[config.mk]
export PLATFORM = sky130hd
export DESIGN_NAME = alu_req_scheduler
export DESIGN_NICKNAME = d
export VERILOG_FILES = /design/src/rtl/alu_req_scheduler.sv
export SDC_FILE = /design/constraint.sdc
export NUM_CORES = 1
export LEC_CHECK = 0
export CAP_MARGIN = 20
export CELL_PAD_IN_SITES_DETAIL_PLACEMENT = 0
export CELL_PAD_IN_SITES_GLOBAL_PLACEMENT = 1
export CORE_ASPECT_RATIO = 1.4
export CORE_MARGIN = 3
export CORE_UTILIZATION = 25
export DETAILED_ROUTE_END_ITERATION = 7
export GPL_ROUTABILITY_DRIVEN = 0
export PLACE_DENSITY = 0.78
export SYNTH_ARGS = -nofsm -noshare
export SYNTH_HDL_FRONTEND = slang
export SYNTH_SLANG_ARGS = --single-unit
[constraint.sdc]
create_clock -name clk -period 1.5 [get_ports clk]
set_input_delay 0.15 -clock clk [delete_from_list [all_inputs] [get_ports clk]]
set_output_delay 0.15 -clock clk [all_outputs]
set_load 0.02 [all_outputs]
[src/rtl/alu_req_scheduler.sv]
`default_nettype none
// ============================================================================
// Module   : alu_req_scheduler
// Purpose  : Two-requester round-robin scheduler in front of one shared
//            combinational 8-bit ALU. A granted request has its operands
//            registered onto the ALU inputs. The ALU result is then captured
//            into a single tagged response channel. Divide-by-zero gets a
//            defined result plus an error flag. Carry is masked for non-add ops.
// Ports    : clk, rst_n                  - clock, async active-low reset
//            req_valid/ready[1:0]        - per-requester handshake
//            req_a/req_b[15:0]           - {req1, req0} 8-bit operands
//            req_op[7:0]                 - {req1, req0} 4-bit opcodes
//            alu_operand_a/b, alu_operation - registered ALU inputs
//            alu_result, alu_carry_out   - ALU combinational outputs
//            rsp_valid/ready, rsp_id, rsp_data, rsp_carry, rsp_err
//            busy                        - high when not IDLE
//            stat_cnt0/1                 - completion counters
// Config   : define ALU_SCHED_STATS_EN to build saturating per-requester
//            completion counters. Otherwise stat_cnt0/1 read 0.
// Revision : 1.0 - initial release
// ============================================================================
module alu_req_scheduler #(
  parameter logic [7:0] DIV_ZERO_RESULT = 8'hFF,
  parameter int         STAT_W          = 16
) (
  input  logic              clk,
  input  logic              rst_n,
  input  logic [1:0]        req_valid,
  output logic [1:0]        req_ready,
  input  logic [15:0]       req_a,
  input  logic [15:0]       req_b,
  input  logic [7:0]        req_op,
  output logic [7:0]        alu_operand_a,
  output logic [7:0]        alu_operand_b,
  output logic [3:0]        alu_operation,
  input  logic [7:0]        alu_result,
  input  logic              alu_carry_out,
  output logic              rsp_valid,
  input  logic              rsp_ready,
  output logic              rsp_id,
  output logic [7:0]        rsp_data,
  output logic              rsp_carry,
  output logic              rsp_err,
  output logic              busy,
  output logic [STAT_W-1:0] stat_cnt0,
  output logic [STAT_W-1:0] stat_cnt1
);

  localparam logic [3:0] OP_ADD = 4'b0000;
  localparam logic [3:0] OP_DIV = 4'b0011;

  typedef enum logic [1:0] {
    IDLE = 2'd0,
    EXEC = 2'd1,
    RESP = 2'd2
  } state_t;

  state_t state, state_nxt;
  logic   last_grant;
  logic   grant_id;
  logic   grant_any;
  logic   handshake;
  logic   div_zero;

  // Round-robin pick. On a tie, the requester that did not win last time gets the grant.
  always_comb begin
    grant_any = |req_valid;
    case (req_valid)
      2'b10:   grant_id = 1'b1;
      2'b11:   grant_id = ~last_grant;
      default: grant_id = 1'b0;
    endcase
  end

  assign handshake = (state == IDLE) && grant_any;

  // rst_n gates ready so that nothing is accepted while reset is asserted.
  always_comb begin
    req_ready = 2'b00;
    if (handshake && rst_n) begin
      req_ready[grant_id] = 1'b1;
    end
  end

  always_comb begin
    state_nxt = state;
    case (state)
      IDLE:    if (grant_any) state_nxt = EXEC;
      EXEC:    state_nxt = RESP;
      RESP:    if (rsp_ready) state_nxt = IDLE;
      default: state_nxt = IDLE;
    endcase
  end

  assign busy     = (state != IDLE);
  assign div_zero = (alu_operation == OP_DIV) && (alu_operand_b == 8'd0);

  always_ff @(posedge clk or negedge rst_n) begin
    if (!rst_n) begin
      state <= IDLE;
    end else begin
      state <= state_nxt;
    end
  end

  always_ff @(posedge clk or negedge rst_n) begin
    if (!rst_n) begin
      last_grant    <= 1'b1;
      alu_operand_a <= 8'd0;
      alu_operand_b <= 8'd0;
      alu_operation <= 4'd0;
      rsp_valid     <= 1'b0;
      rsp_id        <= 1'b0;
      rsp_data      <= 8'd0;
      rsp_carry     <= 1'b0;
      rsp_err       <= 1'b0;
    end else begin
      case (state)
        IDLE: begin
          if (grant_any) begin
            alu_operand_a <= grant_id ? req_a[15:8] : req_a[7:0];
            alu_operand_b <= grant_id ? req_b[15:8] : req_b[7:0];
            alu_operation <= grant_id ? req_op[7:4] : req_op[3:0];
            rsp_id        <= grant_id;
            last_grant    <= grant_id;
          end
        end
        EXEC: begin
          // The ALU inputs have been stable for a full cycle, so sample now.
          rsp_data  <= div_zero ? DIV_ZERO_RESULT : alu_result;
          rsp_err   <= div_zero;
          rsp_carry <= (alu_operation == OP_ADD) ? alu_carry_out : 1'b0;
          rsp_valid <= 1'b1;
        end
        RESP: begin
          if (rsp_ready) begin
            rsp_valid <= 1'b0;
          end
        end
        default: ;
      endcase
    end
  end

`ifdef ALU_SCHED_STATS_EN
  logic rsp_fire;
  assign rsp_fire = rsp_valid && rsp_ready;

  always_ff @(posedge clk or negedge rst_n) begin
    if (!rst_n) begin
      stat_cnt0 <= '0;
      stat_cnt1 <= '0;
    end else if (rsp_fire) begin
      if (!rsp_id && (stat_cnt0 != {STAT_W{1'b1}})) stat_cnt0 <= stat_cnt0 + 1'b1;
      if ( rsp_id && (stat_cnt1 != {STAT_W{1'b1}})) stat_cnt1 <= stat_cnt1 + 1'b1;
    end
  end
`else
  assign stat_cnt0 = '0;
  assign stat_cnt1 = '0;
`endif

endmodule
`default_nettype wire

==> results.toml <==
[drt]
drtIter0Drc = 31
wl_met2_um = 2375
antenna_left = 0
drcViolationCount = 0
via_per_inst = 4.046
dr.max_layer_used = "met4"
drtPass1Iterations = 4
drt-total-wl_um = 4846
wl_met1_um = 1900
via_count = 1497
routedWlPerCell_um = 13.10
met3_length_um = 470

[setup_path]
startpoint_type = "register"
endpoint_kind = "register"
worstPathMaxFanout = 9
r2r_end = "alu_operand_b[0]$_DFFE_PN0P_"
crit_start = "last_grant$_DFFE_PN1P_"
worstPathCellList = "a21bo_4 > clkbuf_16 > mux2_4 > mux2_2"
cp.required_ns = 1.67
worstSetupEndpoint = "alu_operand_b[0]$_DFFE_PN0P_"
reg2reg_slack_ns = -0.08
r2r_cells = 4
critPathMaxStageDelay_ns = 0.55
worstPathArrival_ns = 1.76
r2r-start = "last_grant$_DFFE_PN1P_"
crit_slowest_cell = "dfstp_2"
crit_type = "reg2reg"

[die]
initial_core_util = 0.2596
die_h_um = 112.5
rows = 38
fp.coreArea_sq_um = 7797
top_level_ports = 121
die_area_sq_um = 9229
fp.dieW_um = 82.06

[timing]
fin_crit_sh = 1.055
slew_viol_final = 0
setup_ws_ns = -0.08230
clock-skew-final_ns = 0.007556
finalHoldViolCount = 0
setup_tns_ns = -1.364
max_freq_mhz = 632.0
whs_ns = 0.2010
rsz0062_at_grt = "yes"
min_period_ns = 1.582
final-setup-viol-count = 21

[global_routing]
globalRouteTotalUtil = 0.1037
grt_pass1_vias = 1431
grt_max_degree = 23
grt.overflow.total = 0
grt_first_pass_wirelength_um = 7162
antenna_found_initial = 0

[placement]
port_buffers = 88
hpwlAfterDp_um = 3780
pre_cts_ws_ns = -0.3496

[clock_tree]
cts_sinks = 35
clock_path_buffers = 2
tritoncts.num_buffers = 5
clkLatencyLatePin_ns = 0.28
clk_pin_slew_ns = 0.08
cts-htree-levels = 2
tritoncts = "built"
cts-root-buf = "clkbuf_8"

[yosys]
yosysSeqAreaShare = 0.4333
synth.cells.most_frequent = "34 x dfrtp_1, 34 x mux2_4, 33 x buf_4, 19 x nand2_1, 8 x nand3_1"
synth_largest_area_cell = "dfrtp_1"
yosysWarnings = 0
dominantRegCellSynth = "dfrtp_1"
netlist_area_sq_um = 2024
synth_edf_count = 0
avgSynthCellArea_sq_um = 12.20
synth_top_area_share = 0.4203
synth-seq-cells = 35
ys_types = 27
async_flop_share = 1.000
synthCells = 166
netlist_top_cells_area = "dfrtp_1 42%, mux2_4 25%, buf_4 12%"

[status]
violations = "setup timing"
outcome = "finished, violations left"

[power]
power_density_nw_per_um2 = 1880
p_sw_frac = 0.3669
power.switching_mw = 2.182
p_leak_nw = 1.564
comb_power_share = 0.558
p_total_mw = 5.947
p_int_mw = 3.765
clkPwrFrac = 0.147
vdd_drop_max_mv = 0.7003
seqPwrFrac = 0.295

[final_layout]
drive_gt1_frac = 0.2667
num_antenna_cells = 0
areaGrowthSynthToFinish_pct = 56.24
nets = 323

[job]
drv_cap = 0

[hold_path]
hold_class = "in2async"
metrics by stage:
step | std cells | instance area, sq um | utilization
floorplan | 197 | 2145 | -
global placement | 358 | 2939 | 0.3769
detailed placement | 358 | 2939 | 0.3769
CTS | 367 | 3090 | 0.3963
global route | 370 | 3163 | 0.4056
finish | 370 | 3163 | 0.4056
worst min-delay path by stage:
stage / endpoint / slack (ns) / from
after CTS: alu_operand_b[1]$_DFFE_PN0P_ / 0.19 / rst_n
after floorplan: alu_operand_a[0]$_DFFE_PN0P_ / -0.15 / rst_n
after global routing: alu_operand_b[0]$_DFFE_PN0P_ / 0.21 / rst_n
after global placement: alu_operand_b[1]$_DFFE_PN0P_ / -0.03 / rst_n
after detailed placement: alu_operand_b[1]$_DFFE_PN0P_ / -0.03 / rst_n
final: alu_operand_b[1]$_DFFE_PN0P_ / 0.20 / rst_n
state kept, by name (all words and copies together) (netlist names):
register	flops
rsp_data	8
rsp_valid	1
rsp_carry	1
alu_operation	4
rsp_id	1
alu_operand_b	8
state	2
last_grant	1
rsp_err	1
alu_operand_a	8
power groups by stage:
stage	clock network, mW	logic [mW]	registers (mW)
2_1_floorplan	0	1.45	2.23
6_report	0.873	3.32	1.75
3_3_place_gp	0	3.24	1.73
4_1_cts	0.905	3.32	1.75
5_1_grt	0.955	3.54	1.82
3_5_place_dp	0	3.28	1.75
cells by family after synthesis:
logic type      count (synthesis)  share of synthesized area
buf+inv                        42                     0.1545
mux                            40                     0.2855
simple gates                   39                    0.09209
flops                          35                     0.4333
compound gates                  9                    0.03276
other cells                     1                   0.001852
worst max-delay path, delay by kind of cell (launching register included):
family                 cells  cell delay, ns
muxes                      2            0.56
buffers and inverters      1            0.18
AOI/OAI and AO/OA          1            0.18
DFF                        1            0.55
placed cells by master, fill, tap and decap left out, types with 2 or more instances in the layout:
cell	netlist	layout
nor4b_1	3	2
clkdlybuf4s50_1	0	74
inv_1	4	4
mux2_4	34	38
dlymetal6s2s_1	0	9
nand3_1	8	8
buf_2	0	2
a21oi_1	3	3
buf_4	33	11
conb_1	1	32
nor2_1	3	2
nand2b_1	2	2
nand2_1	19	19
dfrtp_1	34	34
buf_6	2	2
mux2_2	6	2
clkbuf_8	0	6
layer usage:
metal,GRT usage,up-vias
met4,0.04435,0
met3,0.03772,10
met1,0.1196,686
met5,0,-
met2,0.1695,96
li1,-,705
area by class of cell:
class / instances / area [sq um]
multi-input combinational: 120 / 991.0
inverter: 4 / 15.01
sequential: 35 / 877.1
tap: 100 / 125.1
clock buffer: 6 / 82.58
clock inverter: 2 / 35.03
fill: 774 / 4634
timing repair buffer: 103 / 1037
timing repair:
| item | 4_1_cts | 5_1_grt |
|---|---|---|
| gates cloned | 0 | 1 |
| endpoints found under the setup margin | 24 | 35 |
| gates resized for setup | 21 | 13 |
| endpoints found under the hold margin | 34 | 0 |
| pin swaps | 0 | 1 |
| hold buffers | 1 | 0 |
| buffers inserted | 0 | 2 |
(Power assumes the default switching activity.)
